File: src/rtl/cv32e40n_apu_responder.sv
// Stand-in APU coprocessor: fixed-latency, in-order result pipeline with a
// bounded in-flight count and a sticky memory-master select.
module cv32e40n_apu_responder #(
  parameter int NARGS    = 3,
  parameter int WOP      = 6,
  parameter int NDSFLAGS = 15,
  parameter int NUSFLAGS = 5,
  parameter int LATENCY  = 2,
  parameter int DEPTH    = 4
) (
  input  logic                      clk_i,
  input  logic                      rst_ni,
  input  logic [NARGS-1:0][31:0]    apu_operands_i,
  input  logic [WOP-1:0]            apu_op_i,
  input  logic [NDSFLAGS-1:0]       apu_flags_i,
  input  logic                      apu_req_i,
  output logic                      apu_gnt_o,
  output logic                      apu_rvalid_o,
  output logic [31:0]               apu_result_o,
  output logic [NUSFLAGS-1:0]       apu_flags_o,
  output logic                      mem_master_sel_o,
  input  logic                      mem_release_i,
  output logic                      busy_o
);

  localparam int CW = $clog2(DEPTH + 1);
  localparam logic [CW-1:0] DEPTH_C = CW'(DEPTH);

  logic [LATENCY-1:0]               vld_pipe;
  logic [LATENCY-1:0][31:0]         res_pipe;
  logic [LATENCY-1:0][NUSFLAGS-1:0] flg_pipe;
  logic [CW-1:0]                    cnt_q;
  logic                             accept;
  logic                             rvalid;
  logic [32:0]                      sum;
  logic [31:0]                      res_d;
  logic [NUSFLAGS-1:0]              flg_d;
  logic                             unused_inputs;

  // Operand slots above [1], opcode bits above [1:0] and the downstream flags
  // carry no meaning for this responder.
  assign unused_inputs = ^{apu_flags_i, apu_op_i, apu_operands_i};

  assign apu_gnt_o = (cnt_q < DEPTH_C);
  assign accept    = apu_req_i & apu_gnt_o;
  assign rvalid    = vld_pipe[LATENCY-1];
  assign sum       = {1'b0, apu_operands_i[0]} + {1'b0, apu_operands_i[1]};

  always_comb begin
    res_d = '0;
    flg_d = '0;
    case (apu_op_i[1:0])
      2'd0: begin
        res_d    = sum[31:0];
        flg_d[1] = sum[32];
      end
      2'd1:    res_d = apu_operands_i[0];
      2'd2:    res_d = apu_operands_i[0] ^ apu_operands_i[1];
      default: res_d = apu_operands_i[0] & apu_operands_i[1];
    endcase
    flg_d[0] = (res_d == '0);
  end

  always_ff @(posedge clk_i or negedge rst_ni) begin
    if (!rst_ni) begin
      vld_pipe[0] <= 1'b0;
      res_pipe[0] <= '0;
      flg_pipe[0] <= '0;
    end else begin
      vld_pipe[0] <= accept;
      if (accept) begin
        res_pipe[0] <= res_d;
        flg_pipe[0] <= flg_d;
      end
    end
  end

  // Stages past the first shift unconditionally; there is no backpressure.
  for (genvar s = 1; s < LATENCY; s++) begin : g_stage
    always_ff @(posedge clk_i or negedge rst_ni) begin
      if (!rst_ni) begin
        vld_pipe[s] <= 1'b0;
        res_pipe[s] <= '0;
        flg_pipe[s] <= '0;
      end else begin
        vld_pipe[s] <= vld_pipe[s-1];
        res_pipe[s] <= res_pipe[s-1];
        flg_pipe[s] <= flg_pipe[s-1];
      end
    end
  end

  always_ff @(posedge clk_i or negedge rst_ni) begin
    if (!rst_ni) begin
      cnt_q <= '0;
    end else begin
      case ({accept, rvalid})
        2'b10:   cnt_q <= cnt_q + CW'(1);
        2'b01:   cnt_q <= cnt_q - CW'(1);
        default: cnt_q <= cnt_q;
      endcase
    end
  end

  // A new memory-op accept outranks a release arriving in the same cycle.
  always_ff @(posedge clk_i or negedge rst_ni) begin
    if (!rst_ni) begin
      mem_master_sel_o <= 1'b0;
    end else if (accept && (apu_op_i[1:0] == 2'd1)) begin
      mem_master_sel_o <= 1'b1;
    end else if (mem_release_i) begin
      mem_master_sel_o <= 1'b0;
    end
  end

  assign apu_rvalid_o = rvalid;
  assign apu_result_o = rvalid ? res_pipe[LATENCY-1] : '0;
  assign apu_flags_o  = rvalid ? flg_pipe[LATENCY-1] : '0;
  assign busy_o       = (cnt_q != '0);

endmodule

File: config.mk
export PLATFORM = sky130hd
export DESIGN_NAME = cv32e40n_apu_responder
export DESIGN_NICKNAME = d
export VERILOG_FILES = /design/src/rtl/cv32e40n_apu_responder.sv
export SDC_FILE = /design/constraint.sdc
export NUM_CORES = 1
export LEC_CHECK = 0
export ABC_AREA = 1
export BUFFER_PORTS_ARGS = -buffer_cell sky130_fd_sc_hd__buf_4
export CAP_MARGIN = 0
export CORE_MARGIN = 1.5
export CORE_UTILIZATION = 25
export DETAILED_ROUTE_END_ITERATION = 6
export SLEW_MARGIN = 20
export SYNTH_ARGS = -nofsm -noshare
export SYNTH_HDL_FRONTEND = slang
export SYNTH_SLANG_ARGS = --single-unit
File: constraint.sdc
create_clock -name clk_i -period 2.5 [get_ports clk_i]
set_clock_uncertainty 0.15 [all_clocks]
set_input_delay 0.5 -clock clk_i [delete_from_list [all_inputs] [get_ports clk_i]]
set_output_delay 0.5 -clock clk_i [all_outputs]
set_load 0.05 [all_outputs]
Word-level counts from Yosys, hierarchy flattened. Index checks and enable logic that the tools add are counted.

Register bits: 74. Input bits: 121. Output and inout bits: 41.

Muxes and demuxes: 7. Order comparisons: 1. $add $sub $neg: 3. Equal/unequal tests: 4. Bitwise logic cells: 3. Reduce and logical (&&, ||, !) cells: 6.

Operators with widths (number): 32-bit one-hot mux with 3 select lines (1); 32-bit by 32-bit adder with 33-bit output (1); 32-bit bitwise AND (1); 32-bit logical NOT (1); 32-bit two-way mux (1); 32-bit bitwise XOR (1); 3-bit one-hot mux with 2 select lines (1); 2-bit by 1-bit equality test with 1-bit output (second input constant) (2); 2-bit equality test (second input constant) (2); 2-bit nonzero test (2); 3-bit by 1-bit adder with 3-bit output (second input constant) (1); 3-bit < comparator (second input constant) (1); 1-bit two-way mux (3); 3-bit nonzero test (1); 3-bit by 1-bit subtractor with 3-bit output (second input constant) (1); 2-bit logical NOT (1); 2-bit two-way mux (1); 1-bit bitwise AND (1); 1-bit logical AND (1).

Logic depth before layout (Yosys ltp).
Word-level depth: 4. Mapped depth: 20. Depth with buffers taken out: 20.

Least setup slack after synthesis. OpenSTA, ideal clock, no wires.

Path type: input-to-reg. Start point: input apu_operands_i[0] (netlist bit). End point: register flg_pipe[0] (netlist bit). Data required time: 2284 ps. Buffers on the path: 0. Library setup time: 66 ps. Path slack: 25 ps. Arrival: 2259 ps. Stages on the path: 20. Cell sequence: ha_1 inv_1 fa_1 inv_1 nand2_1 nand2_1 nand3_1 nand2_1 nand3_1 nand2_1 nand2_1 nand2_1 nand2_1 nand3_1 nand2_1 nor2_1 nand2_1 nor2_1 nand3_1 nand2_1.

Cells in the longest elaborated chain, start to end: 3.

Ends and longest elaborated chain: start: declaration (RTL line 13) `input logic [NARGS-1:0][31:0] apu_operands_i,`; 32-bit by 32-bit adder with 33-bit output (tied with other cells) (RTL line 47) `assign sum = {1'b0, apu_operands_i[0]} + {1'b0, apu_operands_i[1]};`; 32-bit one-hot mux with 3 select lines * (RTL line 52) `case (apu_op_i[1:0])`; 32-bit logical NOT * (RTL line 61) `flg_d[0] = (res_d == '0);`; end: declaration (RTL line 31) `logic [LATENCY-1:0][NUSFLAGS-1:0] flg_pipe;`.

Mark *: on every way between the ends. The rest lies on a longest branch, timed or not. A chain may end at the register's enable or synchronous reset.

Final worst setup path.
Start point: input apu_operands_i[19] (netlist bit). End point: register flg_pipe[0] (netlist bit).

Same word-level chain as after synthesis.

==> flow_summary.toml <==
[critical_path]
required_ns = 2.61
cp_max_fo = 4
critPathArrivalTime_ns = 2.52
crit_path_max_incr_delay_ns = 0.38
worstReg2RegEnd = "flg_pipe[0]$_DFFE_PN0P_"
crit_path_end_kind = "flip-flop"
r2r_start = "cnt_q[2]$_DFFE_PN0P_"
crit_path_end = "flg_pipe[0]$_DFFE_PN0P_"
reg2reg_depth = 13
slowest_stage = "ha_2"
critPathLaunchType = "input pin"
reg2reg_slack_ns = 0.47
crit_type = "input pin to flip-flop"
crit_top_cell = "nand2_1"
cp-startpoint = "apu_operands_i[19]"
crit_chain = "buf_4, ha_2, nand2_1, buf_4, nor2_1, buf_4, nand2_1, nand3_1, a21oi_1, nand2_1, nand2_1, nand3_1, nand2_1, nand2_1, nand2_1, nor2_1, nand3_1, nand2_1"

[synthesis]
synth-seq-cells = 74
synth.top_cell.area_share = 0.3049
syn_inst = 1002
synth_edf_count = 0
seq_area_frac_synth = 0.3049
syn_area_per_cell_um2 = 6.061
synthTopCellsByArea = "dfrtp_1, nand2_1, inv_1, nand3_1, ha_1"
synth_warnings = 0
synth_cell_types = 30
postSynth.asyncResetShare = 1.000
synth_ff_type = "dfrtp_1"
yosys.area.top_type = "dfrtp_1"
syn_area_um2 = 6073

[clocking]
path_clk_slew_ns = 0.06
cts_buffers = 9
cts_htree_levels = 3
clkLatencyLatePin_ns = 0.32
ctsRootBufferMaster = "clkbuf_16"
tritoncts = "done"
ctsLongestPathBuffers = 2
clock-sinks = 74

[place]
io_buffers = 107
gp_congestion = 0.8864
post-dp-hpwl_um = 16290

[floorplanning]
die_area_um2 = 25240
die_y_um = 158.9
row_count = 56
die-width_um = 158.9
ios = 162
core_area_um2 = 23680
start_util = 0.2564

[detailed_routing]
via_per_inst = 4.374
wirelength_um = 20030
wire_per_inst_um = 13.00
drtIter0Drc = 327
drc = 0
postRouteAntennaNets = 0
vias = 6740
detailedRoute.firstPassIterationCount = 5

[flow_run]
maxCapViolCount = 0

[global_routing]
grt_pass1_vias = 6528
grt.overflow.total = 0
grt_usage = 0.1576
antenna_found_initial = 0
grt_pass1_wl_um = 32090
grt_max_degree = 52

[cells_and_area]
fin_util = 0.3684
nNetsFinal = 1374
area_growth_pct = 43.65
num_antenna_cells = 0
drive_gt1_frac = 0.2651

[timing]
slew_violations = 0
period_needed_ns = 2.406
fin_crit_sh = 0.9624
hold_violations = 0
rsz0062_at_grt = "yes"
fmax_mhz = 415.6
holdWs_ns = 0.2076
setup_viol = 0

[pwr]
internal-power_mw = 3.467
swShare = 0.3946
power_density_nw_per_um2 = 656.4
p_seq_frac = 0.339
p_leak_nw = 4.940
comb_power_share = 0.446
p_clk_frac = 0.215
p_switching_mw = 2.260
ir_drop_uv = 365.7

[hold_path]
hold_start = "vld_pipe[0]$_DFF_PN0_"
min_path_type = "flip-flop to flip-flop"

[run_status]
outcome = "finished, final reports clean"
-- cells in the mapped netlist (all sizes together) (2+ instances only) --
cell type,number
nor3,6
buf,11
clkbuf,15
a21oi,25
a221oi,13
o21ai,48
dfrtp,74
nand4,12
nor2,76
fa,2
nand3b,5
nand3,89
inv,187
ha,33
nand2,397
-- flip-flops by register name, summed over array words and instances, names as in the netlist --
signal,cells
cnt_q,3
res_pipe,64
vld_pipe,1
apu_rvalid_o,1
mem_master_sel_o,1
flg_pipe,4
-- worst min path at each step --
stage / endpoint / cells past startpoint
CTS: apu_rvalid_o$_DFF_PN0_ / 0
finish: apu_rvalid_o$_DFF_PN0_ / 0
detailed placement: apu_rvalid_o$_DFF_PN0_ / 0
global route: apu_rvalid_o$_DFF_PN0_ / 0
global placement: apu_rvalid_o$_DFF_PN0_ / 0
floorplan: apu_rvalid_o$_DFF_PN0_ / 0
-- per-layer routing --
layer,vias to the layer above,global-route usage,share of wire
met5,-,0,0
met1,3048,0.2054,0.47
met2,151,0.2707,0.48
met4,0,0.05103,0.012
met3,15,0.01803,0.040
li1,3526,-,-
-- critical path: cells and delay by family --
family / cells / cell delay (ns)
buf+inv: 3 / 0.43
compound gates: 1 / 0.11
fa+ha+maj: 1 / 0.38
simple gates: 13 / 1.10
-- cell usage in the layout, fill, tap and decap left out, types with 2 or more instances in the layout --
master and n:
nor2_4 2, ha_2 3, nand2_1 376, buf_12 2, o21ai_0 48, nand2_2 20
inv_2 5, clkbuf_16 9, nand3_1 75, nor2_1 59, a21oi_2 4, conb_1 3
nand3b_1 5, nor3_1 3, nand4_1 12, buf_4 226, nor3_2 3, dfrtp_1 74
a21oi_1 21, clkinv_2 2, a221oi_1 13, inv_1 182, nor2_2 15, nand3_2 14
ha_4 12, clkinvlp_4 2, ha_1 18
-- cells by family after synthesis --
family,count (synthesis),synth area share
buffers and inverters,214,0.1397
other,1,0.0006175
xor gates and xnor gates,2,0.002885
DFF,74,0.3049
adders and majority gates,35,0.07458
and+or+nand+nor,589,0.3968
AOI/OAI and AO/OA,87,0.08055
-- cell type report --
class | count | area [um2]
multi-input combinational | 716 | 3727
inverter | 188 | 705.7
clock buffer | 10 | 239.0
fill | 2622 | 14960
tap | 319 | 399.1
timing repair buffer | 229 | 1747
sequential | 74 | 1852
clock inverter | 5 | 55.05
-- power by group through the flow --
stage          logic [mW]  clock network, mW  registers, mW
2_1_floorplan        1.55                  0           1.91
3_3_place_gp         2.40                  0           1.96
3_5_place_dp         2.45                  0           1.96
4_1_cts              2.47               1.27           1.95
5_1_grt              2.83               1.33           2.00
6_report             2.55               1.23           1.94
-- metrics by stage --
stage / TNS (ns) / worst slack, ns / power (mW) / cell area [um2] / cells
detailed placement: -3.356 / -0.4013 / 4.410 / 8016 / 1517
CTS: 0 / 0.01220 / 5.686 / 8356 / 1534
global route: -0.08026 / -0.08026 / 6.163 / 8725 / 1541
floorplan: 0 / 0.02537 / 3.465 / 6081 / 1004
global placement: -2.905 / -0.3879 / 4.359 / 8016 / 1517
finish: 0 / 0.09401 / 5.727 / 8725 / 1541
-- what timing repair did --
action | CTS | global route
resized for setup | 8 | 66
setup buffers | 1 | 7
setup endpoints to repair | 1 | 9
pin swaps | 4 | 23
endpoints found under the hold margin | 31 | 0
hold buffers | 1 | 0
(Power assumes the default switching activity.)
